$ cat src/rtl/dmem_ctrl.sv
// dmem_ctrl: data-memory bus controller behind the pipeline memory stage.
// Takes one load/store at a time, steers store data onto byte lanes, builds
// byte selects and runs one single-outstanding cycle on the data bus. A
// watchdog aborts bus cycles that the slave never acknowledges.
//
// Build option DMEM_MISALIGN_TRAP_EN: when defined, misaligned or illegal
// accesses skip the bus and complete with o_err=1, o_misalign=1. When it is
// undefined, such accesses are forced to natural alignment (illegal funct3
// becomes a word access) and o_misalign stays 0.
//
// state   | meaning
// --------+-----------------------------------------------------------
// ST_IDLE | waiting for i_req; decodes and latches the access
// ST_BUS  | o_bus_cyc high, waiting for i_bus_ack or watchdog expiry
// ST_RESP | o_ack high for one cycle with o_rdata / o_err / o_misalign

module dmem_ctrl #(
  parameter int unsigned TIMEOUT_CYCLES = 255
) (
  input  logic        i_clk,
  input  logic        i_rst_n,
  input  logic        i_req,
  input  logic        i_we,
  input  logic [31:0] i_addr,
  input  logic [2:0]  i_funct3,
  input  logic [31:0] i_wdata,
  output logic        o_ack,
  output logic [31:0] o_rdata,
  output logic        o_err,
  output logic        o_misalign,
  output logic        o_bus_cyc,
  output logic        o_bus_we,
  output logic [31:0] o_bus_addr,
  output logic [3:0]  o_bus_sel,
  output logic [31:0] o_bus_wdata,
  input  logic        i_bus_ack,
  input  logic [31:0] i_bus_rdata
);

  typedef enum logic [1:0] {
    ST_IDLE = 2'd0,
    ST_BUS  = 2'd1,
    ST_RESP = 2'd2
  } state_t;

  // Watchdog is a down-counter loaded on BUS entry; expiry is the cycle on
  // which it already reads zero, giving exactly TIMEOUT_CYCLES BUS cycles.
  localparam logic [7:0] TMO_LOAD = 8'(TIMEOUT_CYCLES - 1);

  state_t      state_q, state_d;
  logic [7:0]  cnt_q, cnt_d;
  logic        cyc_q, cyc_d;
  logic        we_q, we_d;
  logic [31:0] addr_q, addr_d;
  logic [3:0]  sel_q, sel_d;
  logic [31:0] wdata_q, wdata_d;
  logic        ack_q, ack_d;
  logic        err_q, err_d;
  logic        mis_q, mis_d;
  logic [31:0] rdata_q, rdata_d;

  logic [1:0]  req_a;
  logic        req_illegal;
  logic        req_trap;
  logic [3:0]  req_sel;
  logic [31:0] req_wdata;

  // Decode the incoming request: legality, byte selects and lane steering.
  always_comb begin
    req_a       = i_addr[1:0];
    // 011, 11x are never legal; stores only have 000/001/010.
    req_illegal = (i_funct3 == 3'b011) || (i_funct3[2:1] == 2'b11) ||
                  (i_we && i_funct3[2]);
    req_sel     = 4'b1111;
    req_wdata   = i_wdata;
    if (!req_illegal) begin
      case (i_funct3[1:0])
        2'b00: begin
          req_sel   = 4'b0001 << req_a;
          req_wdata = {4{i_wdata[7:0]}};
        end
        2'b01: begin
          // Halfword lanes follow a[1] only, so a[0] is ignored here.
          req_sel   = 4'b0011 << {req_a[1], 1'b0};
          req_wdata = {2{i_wdata[15:0]}};
        end
        default: begin
          req_sel   = 4'b1111;
          req_wdata = i_wdata;
        end
      endcase
    end
`ifdef DMEM_MISALIGN_TRAP_EN
    req_trap = req_illegal ||
               ((i_funct3[1:0] == 2'b01) && req_a[0]) ||
               ((i_funct3[1:0] == 2'b10) && (req_a != 2'b00));
`else
    req_trap = 1'b0;
`endif
  end

  // Next-state and registered-output logic.
  always_comb begin
    state_d = state_q;
    cnt_d   = cnt_q;
    cyc_d   = cyc_q;
    we_d    = we_q;
    addr_d  = addr_q;
    sel_d   = sel_q;
    wdata_d = wdata_q;
    ack_d   = 1'b0;
    err_d   = err_q;
    mis_d   = mis_q;
    rdata_d = rdata_q;

    case (state_q)
      ST_IDLE: begin
        if (i_req) begin
          if (req_trap) begin
            ack_d   = 1'b1;
            err_d   = 1'b1;
            mis_d   = 1'b1;
            rdata_d = '0;
            state_d = ST_RESP;
          end else begin
            cyc_d   = 1'b1;
            we_d    = i_we;
            addr_d  = {i_addr[31:2], 2'b00};
            sel_d   = req_sel;
            wdata_d = i_we ? req_wdata : '0;
            cnt_d   = TMO_LOAD;
            state_d = ST_BUS;
          end
        end
      end

      ST_BUS: begin
        // An ack on the expiry cycle still completes normally.
        if (i_bus_ack) begin
          rdata_d = we_q ? '0 : i_bus_rdata;
          err_d   = 1'b0;
          mis_d   = 1'b0;
          ack_d   = 1'b1;
          state_d = ST_RESP;
        end else if (cnt_q == 8'd0) begin
          rdata_d = '0;
          err_d   = 1'b1;
          mis_d   = 1'b0;
          ack_d   = 1'b1;
          state_d = ST_RESP;
        end else begin
          cnt_d = cnt_q - 8'd1;
        end
        if (i_bus_ack || (cnt_q == 8'd0)) begin
          cyc_d   = 1'b0;
          we_d    = 1'b0;
          addr_d  = '0;
          sel_d   = '0;
          wdata_d = '0;
        end
      end

      ST_RESP: begin
        err_d   = 1'b0;
        mis_d   = 1'b0;
        rdata_d = '0;
        state_d = ST_IDLE;
      end

      default: begin
        cyc_d   = 1'b0;
        err_d   = 1'b0;
        mis_d   = 1'b0;
        rdata_d = '0;
        state_d = ST_IDLE;
      end
    endcase
  end

  // State and output registers; reset drops the bus cycle asynchronously.
  always_ff @(posedge i_clk or negedge i_rst_n) begin
    if (!i_rst_n) begin
      state_q <= ST_IDLE;
      cnt_q   <= '0;
      cyc_q   <= 1'b0;
      we_q    <= 1'b0;
      addr_q  <= '0;
      sel_q   <= '0;
      wdata_q <= '0;
      ack_q   <= 1'b0;
      err_q   <= 1'b0;
      mis_q   <= 1'b0;
      rdata_q <= '0;
    end else begin
      state_q <= state_d;
      cnt_q   <= cnt_d;
      cyc_q   <= cyc_d;
      we_q    <= we_d;
      addr_q  <= addr_d;
      sel_q   <= sel_d;
      wdata_q <= wdata_d;
      ack_q   <= ack_d;
      err_q   <= err_d;
      mis_q   <= mis_d;
      rdata_q <= rdata_d;
    end
  end

  assign o_ack       = ack_q;
  assign o_rdata     = rdata_q;
  assign o_err       = err_q;
  assign o_misalign  = mis_q;
  assign o_bus_cyc   = cyc_q;
  assign o_bus_we    = we_q;
  assign o_bus_addr  = addr_q;
  assign o_bus_sel   = sel_q;
  assign o_bus_wdata = wdata_q;

endmodule

$ cat config.mk
export PLATFORM = sky130hd
export DESIGN_NAME = dmem_ctrl
export DESIGN_NICKNAME = d
export VERILOG_FILES = /design/src/rtl/dmem_ctrl.sv
export SDC_FILE = /design/constraint.sdc
export NUM_CORES = 1
export LEC_CHECK = 0
export BUFFER_PORTS_ARGS = -buffer_cell sky130_fd_sc_hd__buf_2
export CELL_PAD_IN_SITES_DETAIL_PLACEMENT = 1
export CELL_PAD_IN_SITES_GLOBAL_PLACEMENT = 2
export CORE_MARGIN = 8
export CORE_UTILIZATION = 31
export DETAILED_ROUTE_END_ITERATION = 10
export PLACE_DENSITY = 0.85
export REMOVE_ABC_BUFFERS = 1
export SLEW_MARGIN = 25
export SYNTH_ARGS = -nofsm -noshare
export SYNTH_HDL_FRONTEND = slang
export SYNTH_SLANG_ARGS = --single-unit
$ cat constraint.sdc
create_clock -name i_clk -period 4 [get_ports i_clk]
set_clock_uncertainty 0.05 [all_clocks]
set_input_delay 0.8 -clock i_clk [delete_from_list [all_inputs] [get_ports i_clk]]
set_output_delay 0.8 -clock i_clk [all_outputs]
set_load 0.02 [all_outputs]
Yosys cells after proc, flatten, opt, wreduce, memory -nomap -nowiden
Cells that the tools add are included.
{"block": "totals", "regBits": 115, "latchBits": 0, "ram_bits": 0, "romBits": 0, "inputBits": 104, "elab_cells": 78, "n_memories": 0}
{"block": "op_classes", "add_sub_neg": 1, "mul": 0, "n_div": 0, "n_lt_le_gt_ge": 0, "n_eq_ne": 10, "n_shift": 2, "mux": 39, "bitwise_logic": 2, "reduce_logical": 13}
{"cell": "$mux 32", "n": 8}
{"cell": "$pmux 32 s2", "n": 4}
{"cell": "$mux 8", "n": 3}
{"cell": "$pmux 4 s2", "n": 2}
{"cell": "$pmux 8 s2", "n": 1}
{"cell": "$mux 4", "n": 3}
{"cell": "$mux 1", "n": 10}
{"cell": "$logic_not 8->1", "n": 1}
{"cell": "$ne 2x2->1 const B", "n": 4}
{"cell": "$sub 8x1->8 const B", "n": 1}
{"cell": "$mux 2", "n": 3}
{"cell": "$pmux 1 s2", "n": 3}
{"cell": "$reduce_and 3->1", "n": 2}
{"cell": "$eq 2x1->1 const B", "n": 2}
{"cell": "$eq 2x2->1 const B", "n": 2}
{"cell": "$logic_not 2->1", "n": 2}
{"cell": "$pmux 2 s2", "n": 1}
{"cell": "$reduce_and 2->1", "n": 2}
{"cell": "$reduce_and 4->1", "n": 1}
{"cell": "$shl 1x2->4 const A", "n": 1}
{"cell": "$shl 2x2->4 const A", "n": 1}
{"cell": "$eq 3x2->1 const B", "n": 1}
{"cell": "$logic_or 1x1->1", "n": 3}
{"cell": "$ne 3x3->1 const B", "n": 1}
{"cell": "4 further kinds", "n": 5}

Logic depth before layout (Yosys ltp)
Gate-level depths: netlist of run 1.
{"block": "depth", "depth_word": 7, "mapped_depth": 8, "depth_no_buf": 7}

Least setup slack after synthesis of run 1
No wires, ideal clock.
{"block": "synth_timing", "kind": "register to register", "startpoint": "register cnt_q[0]", "endpoint": "register addr_q[15], in the netlist o_bus_addr[15]", "setup_ps": 121, "arrival_ps": 1917, "required_time_ps": 3829, "slack_ps": 1912, "path_stages_with_launch": 9, "n_path_buf": 2, "synth_period_minus_slack_ps": 2088, "cell_sequence": "dfrtp_1 > inv_1 > ha_1 > nor3b_1 > a21oi_2 > a211o_1 > buf_4 > buf_4 > a22o_1"}
{"block": "synth_between", "elab_chain_cells": 4}
{"item": "start, declared", "line_no": "51", "text": "logic [7:0] cnt_q, cnt_d;"}
{"item": "start signal, assigned", "line_no": "196", "text": "cnt_q <= cnt_d;"}
{"item": "$logic_not 8->1", "line_no": "154", "text": "if (i_bus_ack || (cnt_q == 8'd0)) begin"}
{"item": "$logic_or 1x1->1", "line_no": "154"}
{"item": "$ne 2x2->1 (no source line)"}
{"item": "$reduce_and 3->1 (no source line)"}
{"item": "end signal, assigned", "line_no": "199", "text": "addr_q <= addr_d;"}
{"item": "end, declared", "line_no": "54", "text": "logic [31:0] addr_q, addr_d;"}
Every way passes these cells.
A chain may end at the register's enable or synchronous reset.

Final worst setup path of run 1
{"block": "layout_timing", "startpoint": "register cnt_q[0]", "endpoint": "register wdata_q[31], in the netlist o_bus_wdata[31]"}
{"block": "layout_between", "elab_chain_cells": 4}
{"item": "$logic_not 8->1", "line_no": "154"}
{"item": "$logic_or 1x1->1", "line_no": "154"}
{"item": "$ne 2x2->1 (no source line)"}
{"item": "$reduce_and 3->1 (no source line)"}
{"item": "end signal, assigned", "line_no": "201", "text": "wdata_q <= wdata_d;"}
{"item": "end, declared", "line_no": "56", "text": "logic [31:0] wdata_q, wdata_d;"}
Every way passes these cells.

==> flow_metrics.tcl, run 1 <==
set metrics [dict create \
    viasPerCell 5.09 \
    synthTopCellsByArea "dfrtp_1, a22o_1, o2bb2ai_1" \
    final_cell_mix "buf_2, dfrtp_1, a22o_1, nor2_1, o2bb2ai_1" \
    gp_congestion 0.791 \
    final_antenna_net_count 0 \
    post_dp_cell_area_um2 5780 \
    rsz0062_at_grt "false" \
    cts_resized 0 \
    clkPwrFrac 0.218 \
    io_pins 209 \
    drcViolationCount 0 \
    final_layout_size_suffix_gt1_frac 0.431 \
    synth_top_area_frac 0.614 \
    fp.coreArea_um2 14500 \
    worstPathRequired_ns 4.18 \
    synth_seq_cells 112 \
    worst-path-buf-inv 2 \
    fin_setup_tns_ns 0 \
    max_freq_ghz 0.359 \
    ys_async_sr_fraction 1.00 \
    outcome "complete, no violations" \
    ys.flop_type "dfrtp_1" \
    synth_edf_count 0 \
    cp.arrival_ns 2.97 \
    setup_violations 0 \
    track_usage 0.159 \
    design_area_um2 6060 \
    drt_iter0_markers 141 \
    path_cells "inv_1 > ha_1 > nor3b_1 > a21oi_2 > a211o_2 > buf_4 > mux2_1" \
    min_delay_path_depth 1 \
    path_class "flop to flop" \
    post_synth.cell_area_avg_um2 12.9 \
    area_growth_pct 32.8 \
    synth-seq-area-share 0.614 \
    p_int_uw 2440 \
    total_power_uw 3970 \
    p_seq_frac 0.422 \
    die_area_um2 18900 \
    fin_ws_ns 1.21 \
    first_pass_iters 4 \
    ys_types 45 \
    crit_path_top_delay_cell "a211o_2" \
    pwr-share-comb 0.360 \
    start_kind "flop" \
    crit_cells 7 \
    p_sw_frac 0.385 \
    grt-ovfl-total 0 \
    p_leak_uw 0.00317 \
    h-tree-depth 3 \
    dp_slack_ns 1.21 \
    powerDensity_nw_per_um2 655 \
    routedWlPerCell_um 19.7 \
    start_util 0.315 \
    root_buffer "clkbuf_16" \
    cts_buffer_depth 2 \
    crit_fanout 35 \
    chipHeight_um 137 \
    max_stage_delay_ns 0.59 \
    hold_slack_ns 0.429 \
    finalCriticalPeriod_ns 2.79 \
    crit_family "compound AO/OA/AOI/OAI gates" \
    r2r_start "cnt_q[0]" \
    max-vdd-ir-drop_uv 291 \
    insertion_delay_ns 0.35 \
    antenna_found_initial 1 \
    chipWidth_um 137 \
    hp-start "o_bus_sel[3]" \
    vias 3775 \
    grt_max_degree 62 \
    drt-total-wl_mm 14.6 \
    switchingPower_uw 1530 \
    grt_pass1_vias 4280 \
    reg2reg_depth 7 \
    clock-sinks 112 \
    io_buffers 205 \
    clkTransAtPathRegs_ns 0.07 \
    hold_buffers 0 \
    cts_buffers 9 \
    hold_path_class "flop to flop" \
    tightestPinTransition_ns 0.806 \
    cp-end-kind "flop" \
    cts_tree "done" \
    grt_pass1_wl_mm 23.3 \
    min_to "o_bus_sel[3]" \
    fin_nets 659 \
    maxCapViolCount 0 \
    netlist_area_um2 4570 \
    maxSlewViolCount 0 \
    synth_cells 355 \
    relSlewSlack 0.463 \
    final_common_cell "buf_2" \
    hold_viol 0 \
    synth_top_area_cell "dfrtp_1" \
    timing.final.crit_share 0.697 \
    r2r-end "o_bus_wdata[31]" \
    postCtsSetupBuffers 0 \
    rows 44 \
    dp_hpwl_mm 11.0 \
    ys_warn_count 0 \
    regToRegSetupSlack_ns 1.21 \
]
==> power by group through the flow <==
stage                     clock (µW)  combinational [µW]  sequential [µW]
final                            864                1430             1670
after global routing             940                1550             1710
after CTS                        898                1460             1680
after detailed placement           0                1460             1680
after global placement             0                1420             1680
after floorplan                    0                 476             2040
==> layout make-up <==
class | instances | area (µm²)
diodes | 1 | 2.50
clock buffers | 12 | 256
clock inverters | 3 | 25.0
fillers | 1642 | 8420
inverters | 7 | 28.8
multi-input cells | 211 | 1640
flip-flops and latches | 112 | 2800
well taps | 184 | 230
repair buffers | 212 | 1080
==> cell usage after synthesis, types with 4 or more instances <==
master,number
o21ai_0,5
o21ai_1,4
o2bb2ai_1,22
dfrtp_1,112
a22o_1,73
clkbuf_1,16
a31oi_1,4
a21oi_1,12
mux2i_1,8
buf_4,5
nor2b_1,9
buf_2,6
a21o_1,10
nor2_1,23
inv_1,6
==> metrics by stage <==
step / util / cells
after floorplan: - / 330
after global placement: 0.399 / 726
after detailed placement: 0.399 / 726
after CTS: 0.419 / 741
after global routing: 0.419 / 741
final: 0.419 / 742
==> per-layer routing <==
layer / global-route usage / routed length, µm / vias to the layer above
met5: 0 / 0 / -
met4: 0.0561 / 202 / 0
met3: 0.0594 / 1200 / 13
met2: 0.255 / 7090 / 122
met1: 0.192 / 6150 / 1905
li1: - / - / 1735
==> worst reg2reg max path, cell delays in order (launching register included) <==
cell	delay (ns)
dfrtp_1	0.41
inv_1	0.10
ha_1	0.15
nor3b_1	0.46
a21oi_2	0.15
a211o_2	0.59
buf_4	0.38
mux2_1	0.36
==> worst max path at each step <==
stage / from / to / slack (ns)
6_report: cnt_q[0] / o_bus_wdata[31] / 1.21
5_1_grt: cnt_q[0] / o_bus_wdata[31] / 1.07
4_1_cts: cnt_q[0] / o_bus_wdata[31] / 1.20
3_5_place_dp: cnt_q[0] / o_bus_wdata[31] / 1.21
3_3_place_gp: cnt_q[0] / o_bus_wdata[31] / 1.34
2_1_floorplan: i_bus_ack / o_rdata[0] / 0.96
==> registers in the layout, summed over array words and instances, names as in the netlist <==
signal       flops
state_q          2
o_bus_cyc        1
o_bus_addr      30
o_err            1
o_bus_sel        4
o_bus_wdata     32
o_rdata         32
o_ack            1
cnt_q            8
o_bus_we         1
==> logic make-up after synthesis <==
logic type / count (synthesis) / synth area share
compound gates: 139 / 0.248
flops: 112 / 0.614
fa+ha+maj: 2 / 0.00548
buf+inv: 34 / 0.0343
mux: 11 / 0.0249
other cells: 1 / 0.000821
simple gates: 56 / 0.0729
(Power assumes the default switching activity.)
==> inputs of run 2 (changes only) <==
ABC_AREA = 1   (was not set)
CORE_UTILIZATION = 24   (was 31)
PLACE_DENSITY = 0.77   (was 0.85)
clock period = 2.5 ns   (was 4 ns; I/O delays follow)
==> run 2 against run 1 <==
  * Routed wire length rose by 13%
  * Area after synthesis up 6.2%
  * Global-route usage is 2.7 points lower
  * Clock-buffer cell count fell by 1
  * Sequential share of layout area down 2.8 points
  * Setup slack worse by 0.73 ns
  * Clock power grew 61%
  * Total power is 93% higher
  * Largest cell class unchanged
  * Via count increased by 20%
==> flow_metrics.tcl, run 2 <==
set metrics [dict create \
    grt-ovfl-total 0 \
    crit_family "simple AND/OR/NAND/NOR gates" \
    fp.coreArea_um2 20000 \
    grt_max_degree 54 \
    r2r_start "cnt_q[0]" \
    max_stage_delay_ns 0.44 \
    synth_edf_count 0 \
    fin_nets 883 \
    cts_buffer_depth 2 \
    vias 4537 \
    synth_top_family_by_area "simple AND/OR/NAND/NOR gates" \
    start_util 0.242 \
    synth_compound_area_frac 0.108 \
    grt_pass1_wl_mm 26.1 \
    fin_cells 1054 \
    maxCapViolCount 0 \
    hold_path_class "primary input to async pin" \
    clkTransAtPathRegs_ns 0.08 \
    ys_async_sr_fraction 1.00 \
    chipWidth_um 158 \
    chipHeight_um 158 \
    synth_top_area_cell "dfrtp_1" \
    hold_buffers 0 \
    path_class "flop to flop" \
    die_area_um2 25000 \
    synth_seq_cells 112 \
    r2r-end "o_rdata[21]" \
    fin_util 0.322 \
    placed_cells 1036 \
    track_usage 0.132 \
    ys_warn_count 0 \
    maxSlewViolCount 0 \
    ys.flop_type "dfrtp_1" \
    dp_slack_ns 0.463 \
    synthSimpleGateAreaFrac 0.228 \
    start_kind "flop" \
    viasPerCell 4.30 \
    worst-path-buf-inv 1 \
    routedWlPerCell_um 15.7 \
    hold_viol 0 \
    clock-sinks 112 \
    finalCriticalPeriod_ns 2.02 \
    synth_xor_area_frac 0 \
    setup_violations 0 \
    final_layout_size_suffix_gt1_frac 0.308 \
    area_growth_pct 32.9 \
    dp_hpwl_mm 12.2 \
    fill_cells 2485 \
    total_power_uw 7680 \
    ys_types 24 \
    fin_ws_ns 0.479 \
    crit_fanout 34 \
    synth_most_common_cell "nand2_1" \
    io_pins 209 \
    gp_congestion 0.727 \
    outcome "complete, no violations" \
    insertion_delay_ns 0.35 \
    cts_buffers 9 \
    post_synth.cell_area_avg_um2 8.38 \
    h-tree-depth 3 \
    tightestPinTransition_ns 0.694 \
    synthAdderAreaFrac 0.00516 \
    yosys-top-cells-count "nand2_1, dfrtp_1, o21ai_0, inv_1, nand3_1" \
    path_cells "inv_1 > ha_1 > nand3_1 > o21ai_2 > nand2_2 > nand2_1 > o21ai_0" \
    worstPathRequired_ns 2.67 \
    cp-end-kind "flop" \
    cts_tree "done" \
    cts_resized 0 \
    grt_pass1_vias 4703 \
    antenna_found_initial 3 \
    relSlewSlack 0.536 \
    max-vdd-ir-drop_uv 371 \
    synthMuxAreaShare 0 \
    synth_cells 579 \
    netlist_area_um2 4850 \
    drcViolationCount 0 \
    cp.arrival_ns 2.19 \
    final_cell_mix "buf_2, nand2_1, dfrtp_1, o21ai_0, inv_1" \
    timing.final.crit_share 0.808 \
    rsz0062_at_grt "false" \
    io_buffers 205 \
    crit_path_top_delay_cell "nand2_2" \
    final_common_cell "buf_2" \
    drt_iter0_markers 189 \
    final_antenna_net_count 0 \
    synth_top_area_frac 0.578 \
    reg2reg_depth 7 \
    synth-seq-area-share 0.578 \
    root_buffer "clkbuf_16" \
    powerDensity_nw_per_um2 1190 \
    max_freq_ghz 0.495 \
    p_leak_uw 0.00363 \
    postCtsSetupBuffers 0 \
    rows 52 \
    regToRegSetupSlack_ns 0.48 \
    drt-total-wl_mm 16.6 \
    synthTopCellsByArea "dfrtp_1, nand2_1, o21ai_0" \
    first_pass_iters 4 \
]
run 2: how the worst max path moves through the flow:
stage                         from               to  slack (ns)  cells after the start
after floorplan               i_we  o_bus_wdata[15]       -0.04                      4
after global placement    cnt_q[0]      o_rdata[11]        0.59                      7
after detailed placement  cnt_q[0]      o_rdata[18]        0.46                      7
after CTS                 cnt_q[0]      o_rdata[21]        0.45                      7
after global routing      cnt_q[0]      o_rdata[30]        0.29                      7
final                     cnt_q[0]      o_rdata[21]        0.48                      7
run 2: cell families (layout without fill, tap and decap cells):
| logic type | after synthesis | count (layout) |
|---|---|---|
| buffers and inverters | 91 | 292 |
| AO/OA/AOI/OAI | 103 | 103 |
| other | 1 | 5 |
| adder cells (fa/ha/maj) | 2 | 2 |
| AND/OR/NAND/NOR | 270 | 270 |
| flip-flops | 112 | 112 |
run 2: per-stage QoR:
stage          instance area (µm²)  hold slack [ns]  TNS [ns]
4_1_cts                       6440           0.0424         0
3_3_place_gp                  6170            0.399         0
6_report                      6450           0.0479         0
2_1_floorplan                 4700            0.154   -0.0860
3_5_place_dp                  6170            0.404         0
5_1_grt                       6450           0.0580         0
run 2: metal layers:
metal,part of all wire,GRT usage
met5,0.00072,0
met4,0.016,0.0485
met3,0.082,0.0363
met2,0.46,0.211
met1,0.44,0.167
run 2: area by class of cell:
type / instances / area [µm²] / share of cell area
clock buffers: 11 / 233 / 0.0361
repair buffers: 215 / 1130 / 0.175
clock inverters: 5 / 41.3 / 0.00640
well taps: 270 / 338 / 0.0524
inverters: 61 / 229 / 0.0355
diodes: 2 / 5.00 / 0.000776
multi-input cells: 378 / 1670 / 0.259
flip-flops and latches: 112 / 2800 / 0.435
run 2: where the power goes:
part / leakage [µW] / switching (µW) / internal [µW]
combinational: 0.00203 / 2360 / 976
sequential: 0.00147 / 421 / 2530
clock: 0.000132 / 700 / 690
total: 0.00363 / 3480 / 4200
